==> src/rtl/rx_frame_ctrl.sv <==
`default_nettype none
//============================================================================
// Module   : rx_frame_ctrl
// Brief    : Byte-stream frame receiver (SYNC, 4 payload bytes, checksum)
//            with inter-byte timeout and a single-entry frame output.
// Revision : 1.0 - initial release
//============================================================================
module rx_frame_ctrl #(
    parameter logic [7:0]  SYNC_BYTE = 8'hAA,
    parameter logic [15:0] TIMEOUT   = 16'd5000
) (
    input  logic        clk,
    input  logic        rst_n,
    input  logic        rx_valid,
    input  logic [7:0]  rx_data,
    input  logic        rx_perr,
    output logic [31:0] frm_data,
    output logic        frm_valid,
    input  logic        frm_ready,
    output logic        err_parity,
    output logic        err_cksum,
    output logic        err_timeout,
    output logic        err_overrun,
    output logic        busy
);

    typedef enum logic [1:0] {
        IDLE    = 2'd0,
        PAYLOAD = 2'd1,
        CHECK   = 2'd2
    } state_t;

    localparam logic [15:0] c_TIMER_LAST = TIMEOUT - 16'd1;

    state_t      r_state;
    logic [1:0]  r_idx;
    logic [7:0]  r_sum;
    logic [15:0] r_timer;
    logic [31:0] r_payload;
    logic [31:0] r_frm_data;
    logic        r_frm_valid;
    logic        r_err_parity;
    logic        r_err_cksum;
    logic        r_err_timeout;
    logic        r_err_overrun;
    logic        r_busy;

    state_t      w_state_nxt;
    logic [1:0]  w_idx_nxt;
    logic [7:0]  w_sum_nxt;
    logic [15:0] w_timer_nxt;
    logic [15:0] w_timer_inc;
    logic [31:0] w_payload_nxt;
    logic        w_good_byte;
    logic        w_complete;
    logic        w_parity_ev;
    logic        w_cksum_ev;
    logic        w_timeout_ev;

    assign w_good_byte = rx_valid & ~rx_perr;
    assign w_timer_inc = r_timer + 16'd1;

    // Frame-parsing FSM: next state, datapath updates and error events.
    always_comb begin
        w_state_nxt   = r_state;
        w_idx_nxt     = r_idx;
        w_sum_nxt     = r_sum;
        w_timer_nxt   = r_timer;
        w_payload_nxt = r_payload;
        w_complete    = 1'b0;
        w_parity_ev   = 1'b0;
        w_cksum_ev    = 1'b0;
        w_timeout_ev  = 1'b0;

        case (r_state)
            IDLE: begin
                w_timer_nxt = 16'd0;
                if (w_good_byte && (rx_data == SYNC_BYTE)) begin
                    w_state_nxt = PAYLOAD;
                    w_idx_nxt   = 2'd0;
                    w_sum_nxt   = 8'd0;
                end
            end

            PAYLOAD, CHECK: begin
                if (rx_valid) begin
                    // A byte always beats a coincident timeout.
                    w_timer_nxt = 16'd0;
                    if (rx_perr) begin
                        w_parity_ev = 1'b1;
                        w_state_nxt = IDLE;
                    end else if (r_state == PAYLOAD) begin
                        case (r_idx)
                            2'd0:    w_payload_nxt[31:24] = rx_data;
                            2'd1:    w_payload_nxt[23:16] = rx_data;
                            2'd2:    w_payload_nxt[15:8]  = rx_data;
                            default: w_payload_nxt[7:0]   = rx_data;
                        endcase
                        w_sum_nxt = r_sum + rx_data;
                        w_idx_nxt = r_idx + 2'd1;
                        if (r_idx == 2'd3) begin
                            w_state_nxt = CHECK;
                        end
                    end else begin
                        w_state_nxt = IDLE;
                        if (rx_data == r_sum) begin
                            w_complete = 1'b1;
                        end else begin
                            w_cksum_ev = 1'b1;
                        end
                    end
                end else if (w_timer_inc == c_TIMER_LAST) begin
                    w_timeout_ev = 1'b1;
                    w_timer_nxt  = 16'd0;
                    w_state_nxt  = IDLE;
                end else begin
                    w_timer_nxt = w_timer_inc;
                end
            end

            default: begin
                w_state_nxt = IDLE;
            end
        endcase
    end

    logic [31:0] w_frm_data_nxt;
    logic        w_frm_valid_nxt;
    logic        w_overrun_ev;

    // Single-entry output holding register; a completed frame only lands
    // if the slot is empty or being drained in the same cycle.
    always_comb begin
        w_frm_data_nxt  = r_frm_data;
        w_frm_valid_nxt = r_frm_valid;
        w_overrun_ev    = 1'b0;
        if (r_frm_valid && frm_ready) begin
            w_frm_valid_nxt = 1'b0;
        end
        if (w_complete) begin
            if (!r_frm_valid || frm_ready) begin
                w_frm_data_nxt  = w_payload_nxt;
                w_frm_valid_nxt = 1'b1;
            end else begin
                w_overrun_ev = 1'b1;
            end
        end
    end

    always_ff @(posedge clk or negedge rst_n) begin
        if (!rst_n) begin
            r_state       <= IDLE;
            r_idx         <= 2'd0;
            r_sum         <= 8'd0;
            r_timer       <= 16'd0;
            r_payload     <= 32'd0;
            r_frm_data    <= 32'd0;
            r_frm_valid   <= 1'b0;
            r_err_parity  <= 1'b0;
            r_err_cksum   <= 1'b0;
            r_err_timeout <= 1'b0;
            r_err_overrun <= 1'b0;
            r_busy        <= 1'b0;
        end else begin
            r_state       <= w_state_nxt;
            r_idx         <= w_idx_nxt;
            r_sum         <= w_sum_nxt;
            r_timer       <= w_timer_nxt;
            r_payload     <= w_payload_nxt;
            r_frm_data    <= w_frm_data_nxt;
            r_frm_valid   <= w_frm_valid_nxt;
            r_err_parity  <= w_parity_ev;
            r_err_cksum   <= w_cksum_ev;
            r_err_timeout <= w_timeout_ev;
            r_err_overrun <= w_overrun_ev;
            r_busy        <= (w_state_nxt != IDLE);
        end
    end

    assign frm_data    = r_frm_data;
    assign frm_valid   = r_frm_valid;
    assign err_parity  = r_err_parity;
    assign err_cksum   = r_err_cksum;
    assign err_timeout = r_err_timeout;
    assign err_overrun = r_err_overrun;
    assign busy        = r_busy;

endmodule
`default_nettype wire

==> config.mk <==
export PLATFORM = sky130hd
export DESIGN_NAME = rx_frame_ctrl
export DESIGN_NICKNAME = d
export VERILOG_FILES = /design/src/rtl/rx_frame_ctrl.sv
export SDC_FILE = /design/constraint.sdc
export NUM_CORES = 1
export LEC_CHECK = 0
export CAP_MARGIN = 20
export CORE_ASPECT_RATIO = 0.6
export CORE_UTILIZATION = 30
export CTS_CLUSTER_DIAMETER = 60
export DETAILED_ROUTE_END_ITERATION = 6
export PLACE_DENSITY = 0.47
export SLEW_MARGIN = 30
export SYNTH_ARGS = -nofsm -noshare
export SYNTH_HDL_FRONTEND = slang
export SYNTH_SLANG_ARGS = --single-unit
==> constraint.sdc <==
create_clock -name clk -period 4.9 [get_ports clk]
set_clock_uncertainty 0.2 [all_clocks]
set_input_delay 1.47 -clock clk [delete_from_list [all_inputs] [get_ports clk]]
set_output_delay 1.47 -clock clk [all_outputs]
set_load 0.05 [all_outputs]
* After elaboration in Yosys (flattened, before gate mapping)
Cells that the tools add are included.
** Storage, ports and cells
- Memories kept :: 0
- Register bits :: 98
- RAM bits :: 0
- Memory bits (read-only) :: 0
- Bits in latches :: 0
** Operators by class
- Reductions and logical operators :: 12
- Shift operators :: 0
- Multiplexer cells :: 49
- Add/subtract/negate cells :: 3
- Order comparisons :: 0
- Equal/unequal tests :: 12
- Multiply operators :: 0
- Div/mod/pow operators :: 0
- Bitwise operators :: 2
** Operator list (number)
- 32-bit 2-to-1 mux :: 4
- 8-bit 2-to-1 mux :: 8
- 16-bit 2-to-1 mux :: 2
- 16-bit case mux with 2 select lines :: 1
- 1-bit 2-to-1 mux :: 21
- 2-bit 2-to-1 mux :: 10
- 16-bit by 1-bit adder with 16-bit output, second input constant :: 1
- 16-bit by 13-bit equality test with 1-bit output, second input constant :: 1
- 8-bit case mux with 2 select lines :: 1
- 8-bit adder :: 1
- 8-bit equality test :: 1
- 8-bit equality test, second input constant :: 1
- 2-bit != test, second input constant :: 4
- 2-bit case mux with 2 select lines :: 2
- 2-bit equality test, second input constant :: 3
- 5-bit AND reduction :: 1
- 2-bit by 1-bit equality test with 1-bit output, second input constant :: 2
- 2-bit logical NOT :: 2
- 2-bit nonzero test :: 2
- 3-bit OR reduction :: 1
- 2-bit by 1-bit adder with 2-bit output, second input constant :: 1
- 1-bit logical AND :: 2
- 2-bit AND reduction :: 1
- 2-bit OR reduction :: 1
- other kinds (4) :: 4

* Logic depth before layout (Yosys ltp)
- Depth after elaboration :: 7
- Depth in mapped cells :: 8
- Gate-level depth less buffers :: 8

* Worst setup path before layout
Ideal clock, no wire load.
- Kind :: input to register
- From :: in rx_data[2]
- To :: reg r_frm_data[0], in the netlist frm_data[0]
- Required time :: 4.575 ns
- Path buffers :: 2
- Cell stages on the path :: 8
- Slack :: 1.190 ns
- Arrival time :: 3.385 ns
- Library setup time :: 0.125 ns
- Path through :: ha_1 > nor4_1 > and3_1 > or3b_1 > nand2b_1 > clkbuf_1 > buf_1 > mux2_2
** Between the ends
- Cells in the longest elaborated chain, start to end :: 7
** RTL lines
- from (decl) :: line 15 : input logic [7:0] rx_data,
- 8-bit equality test :: line 106 : if (rx_data == r_sum) begin
- 1-bit 2-to-1 mux :: line 106
- 1-bit 2-to-1 mux :: line 92 : end else if (r_state == PAYLOAD) begin
- 1-bit 2-to-1 mux :: line 89 : if (rx_perr) begin
- 1-bit 2-to-1 mux :: line 86 : if (rx_valid) begin
- 1-bit 2-to-1 mux :: line 75 : case (r_state)
- 2-bit AND reduction (no source line)
- to (signal assigned) :: line 170 : r_frm_data <= w_frm_data_nxt;
- to (decl) :: line 40 : logic [31:0] r_frm_data;
Every way passes these cells.
A chain may end at the register's enable or synchronous reset.

* Final worst setup path
- From :: in rx_data[0]
- To :: reg r_frm_data[3], in the netlist frm_data[3]
The elaborated chain is that of the path after synthesis.

==> impl_metrics.toml <==
[logic_synthesis]
synthArstFlopShare = 1.00
yosysWarnings = 0
syn_nets = 417
post_synth.cell_area_avg_um2 = 12.3
sequential_area_share_after_synthesis = 0.515
syn_area_um2 = 4760
synth_edf_count = 0
ys_seq_elements = 98
synth_ff_type = "dfrtp_1"
post_synth_num_cell_types = 60
synthCells = 387

[layout]
drive_above_1_share = 0.250
post_layout_nonfiller_instances = 651
final_net_count = 473
number_of_antenna_cells_inserted = 0
area_delta_synth_final_pct = 22.0

[worst_setup_path]
timing.setup.critical_path_class = "in2reg"
endpoint_kind = "flop"
worstPathMaxFanout = 32
timing.rr.start = "r_timer[3]"
regToRegEndpoint = "r_timer[2]"
r2r.worst_path.cells = 6
worst_ep_arrival_time_ps = 3940
timing.critical_path.from_type = "input pin"
rrSetupSlack_ps = 1670
worst_ep_required_time_ps = 4930

[timing]
clock.fmax_mhz = 256
finalWorstPathRequiredPeriod_ps = 3900
final_max_slew_viol_count = 0
timing.slew.headroom = 0.472
timing_hold_violations_final = 0
rsz0062_at_grt = "false"
setup_viol_count_final = 0
timing.final.crit_share = 0.797
tightestPinTransition_ps = 785
setup_tns_ps = 0

[pwr]
power.net_switching_mw = 0.412
total_leakage_power_nw = 2.68
power_density_nw_per_um2 = 280
power_share_of_the_clock_group = 0.438
p_seq_frac = 0.504
p_int_mw = 1.21
comb_power_share = 0.058
swShare = 0.253
vdd_drop_max_mv = 0.140

[place]
port_buffers = 50
hpwl_um = 8150
gp_congestion = 0.826
numPlacedInstances = 635

[flow_run]
max_cap_viol_count = 0

[outcome]
run_status = "finished clean"

[hold_path]
timing.hold.worst_endpoint = "r_payload[14]"
hold_class = "reg2reg"
timing.hold.worst.start = "r_payload[14]"
worst_hold_path.num_cells = 1

[global_route]
global_route_wire_length_before_repair_um = 18100
grt_start_max_net_pins = 77
grt_use_total = 0.147
grt_overflow = 0
initial_antenna_violation_count = 0
grt_pass1_vias = 3235

[route]
drc_violations_left = 0
via_per_inst = 4.98
detailedRoute.firstIterationViolations = 221
drt_pass1_iterations = 4
vias = 3242
postRouteAntennaNets = 0
post_drt_wl_per_cell_um = 17.3
wl_um = 11300

[cts]
clkLatencyLatePin_ps = 340
holdBufCountCts = 0
post_cts.repair.setup_buffers = 0
clkSlewWorstSetupHoldPaths_ps = 80
clockBufferDepth = 2
tritoncts_num_sinks = 98
number_of_h_tree_branching_levels = 3
cts_made_buffers = 9
post_cts_resize_count = 0
root_buffer = "clkbuf_16"
tritoncts = "built"

[floorplanning]
io-pin-count = 51
placeableCoreArea_um2 = 15400
die-area_um2 = 16400
die_w_um = 165
die_h_um = 99.6
start_util = 0.309
placementRows = 35
-- state kept, by name, indices dropped and copies added (netlist names) --
name,count
frm_data,32
r_payload,32
r_timer,16
r_sum,8
r_idx,2
r_state,2
busy,1
err_cksum,1
err_overrun,1
err_parity,1
err_timeout,1
frm_valid,1
-- power groups by stage --
| stage | Sequential (mW) | Clock [mW] | Combinational, mW |
|---|---|---|---|
| 2_1_floorplan | 0.840 | 0 | 0.0365 |
| 3_3_place_gp | 0.837 | 0 | 0.0942 |
| 3_5_place_dp | 0.836 | 0 | 0.0949 |
| 4_1_cts | 0.820 | 0.739 | 0.0954 |
| 5_1_grt | 0.822 | 0.772 | 0.105 |
| 6_report | 0.820 | 0.712 | 0.0943 |
-- synth_stat cells, types with 2 or more instances --
master,n,area [um^2]
o21ai_0,11,55.1
a32o_1,3,30.0
nor4_1,5,31.3
ha_1,16,200
a31oi_1,3,18.8
nand2b_1,5,31.3
buf_1,3,11.3
mux2_2,65,732
o21bai_1,3,22.5
nor2b_1,4,25.0
dfrtp_1,98,2450
clkbuf_1,7,26.3
nor2_1,11,41.3
a21oi_1,18,90.1
buf_6,2,22.5
nor4bb_1,2,20.0
o31ai_1,12,90.1
a22o_1,11,96.3
xnor2_1,7,61.3
nand3_2,2,20.0
inv_1,13,48.8
a21o_1,4,30.0
clkbuf_8,2,27.5
and3_1,13,81.3
clkbuf_2,3,15.0
nor3_1,6,30.0
a22o_2,2,20.0
or3_2,2,15.0
nand3_1,10,50.1
nand2_1,14,52.6
-- final cells by class --
| class | instances | area (um^2) |
|---|---|---|
| inverters | 13 | 48.8 |
| multi-input cells | 258 | 2150 |
| fillers | 1502 | 9610 |
| well taps | 203 | 254 |
| clock inverters | 7 | 78.8 |
| clock buffers | 9 | 225 |
| repair buffers | 63 | 599 |
| flip-flops and latches | 98 | 2450 |
-- per-layer routing --
metal	global-route usage	part of all wire	vias to the layer above
met4	0.0339	0.0067	0
met1	0.240	0.57	1635
met2	0.189	0.39	57
met3	0.0346	0.037	6
met5	0	0	-
li1	-	-	1544
-- how the worst max path moves through the flow --
stage                          start  cells past startpoint  slack, ps      endpoint
after floorplan           rx_data[2]                      8       1190   frm_data[0]
after detailed placement  rx_data[1]                      9        600   frm_data[3]
after global placement    rx_data[1]                      9        660  frm_data[12]
final                     rx_data[0]                      8       1000   frm_data[3]
after CTS                 rx_data[6]                      8        990  frm_data[25]
after global routing      rx_data[2]                      8        900  frm_data[23]
-- worst max-delay path, stage by stage --
cell and delay (ps):
clkdlybuf4s50_1 540, ha_1 380, nor4_1 180, and3_1 200, or3b_1 380, nand2b_1 150, buf_4 250, mux2_2 330
-- cell families after synthesis --
kind of cell / share of synthesized area
xor gates and xnor gates: 0.0147
muxes: 0.154
AOI/OAI and AO/OA: 0.130
DFF: 0.515
adders and majority gates: 0.0463
buffers and inverters: 0.0334
and+or+nand+nor: 0.107
-- per-stage QoR --
| stage | util | power, mW | area [um^2] | setup slack [ps] | hold WS, ps |
|---|---|---|---|---|---|
| 4_1_cts | 0.376 | 1.65 | 5800 | 985 | 298 |
| 3_3_place_gp | 0.357 | 0.931 | 5500 | 657 | 277 |
| 6_report | 0.377 | 1.63 | 5810 | 995 | 294 |
| 5_1_grt | 0.377 | 1.70 | 5810 | 895 | 311 |
| 3_5_place_dp | 0.357 | 0.931 | 5500 | 604 | 282 |
| 2_1_floorplan | - | 0.876 | 4760 | 1190 | 267 |
-- cell usage in the layout (no fill, tap or decap), types with 2 or more instances in the layout --
cell,count
dfrtp_1,98
mux2_2,65
clkdlybuf4s50_1,49
a21oi_1,18
ha_1,16
nand2_1,14
inv_1,13
and3_1,13
buf_4,13
o31ai_1,12
nor2_1,11
o21ai_0,11
a22o_1,11
nand3_1,10
clkbuf_16,9
xnor2_1,7
nor3_1,6
nor4_1,5
nand2b_1,5
nor2b_1,4
a21o_1,4
inv_6,4
a32o_1,3
o21bai_1,3
a31oi_1,3
nand3_2,2
nor4bb_1,2
or3_2,2
a22o_2,2
clkinv_8,2
Power figures use the tool's default switching activity.
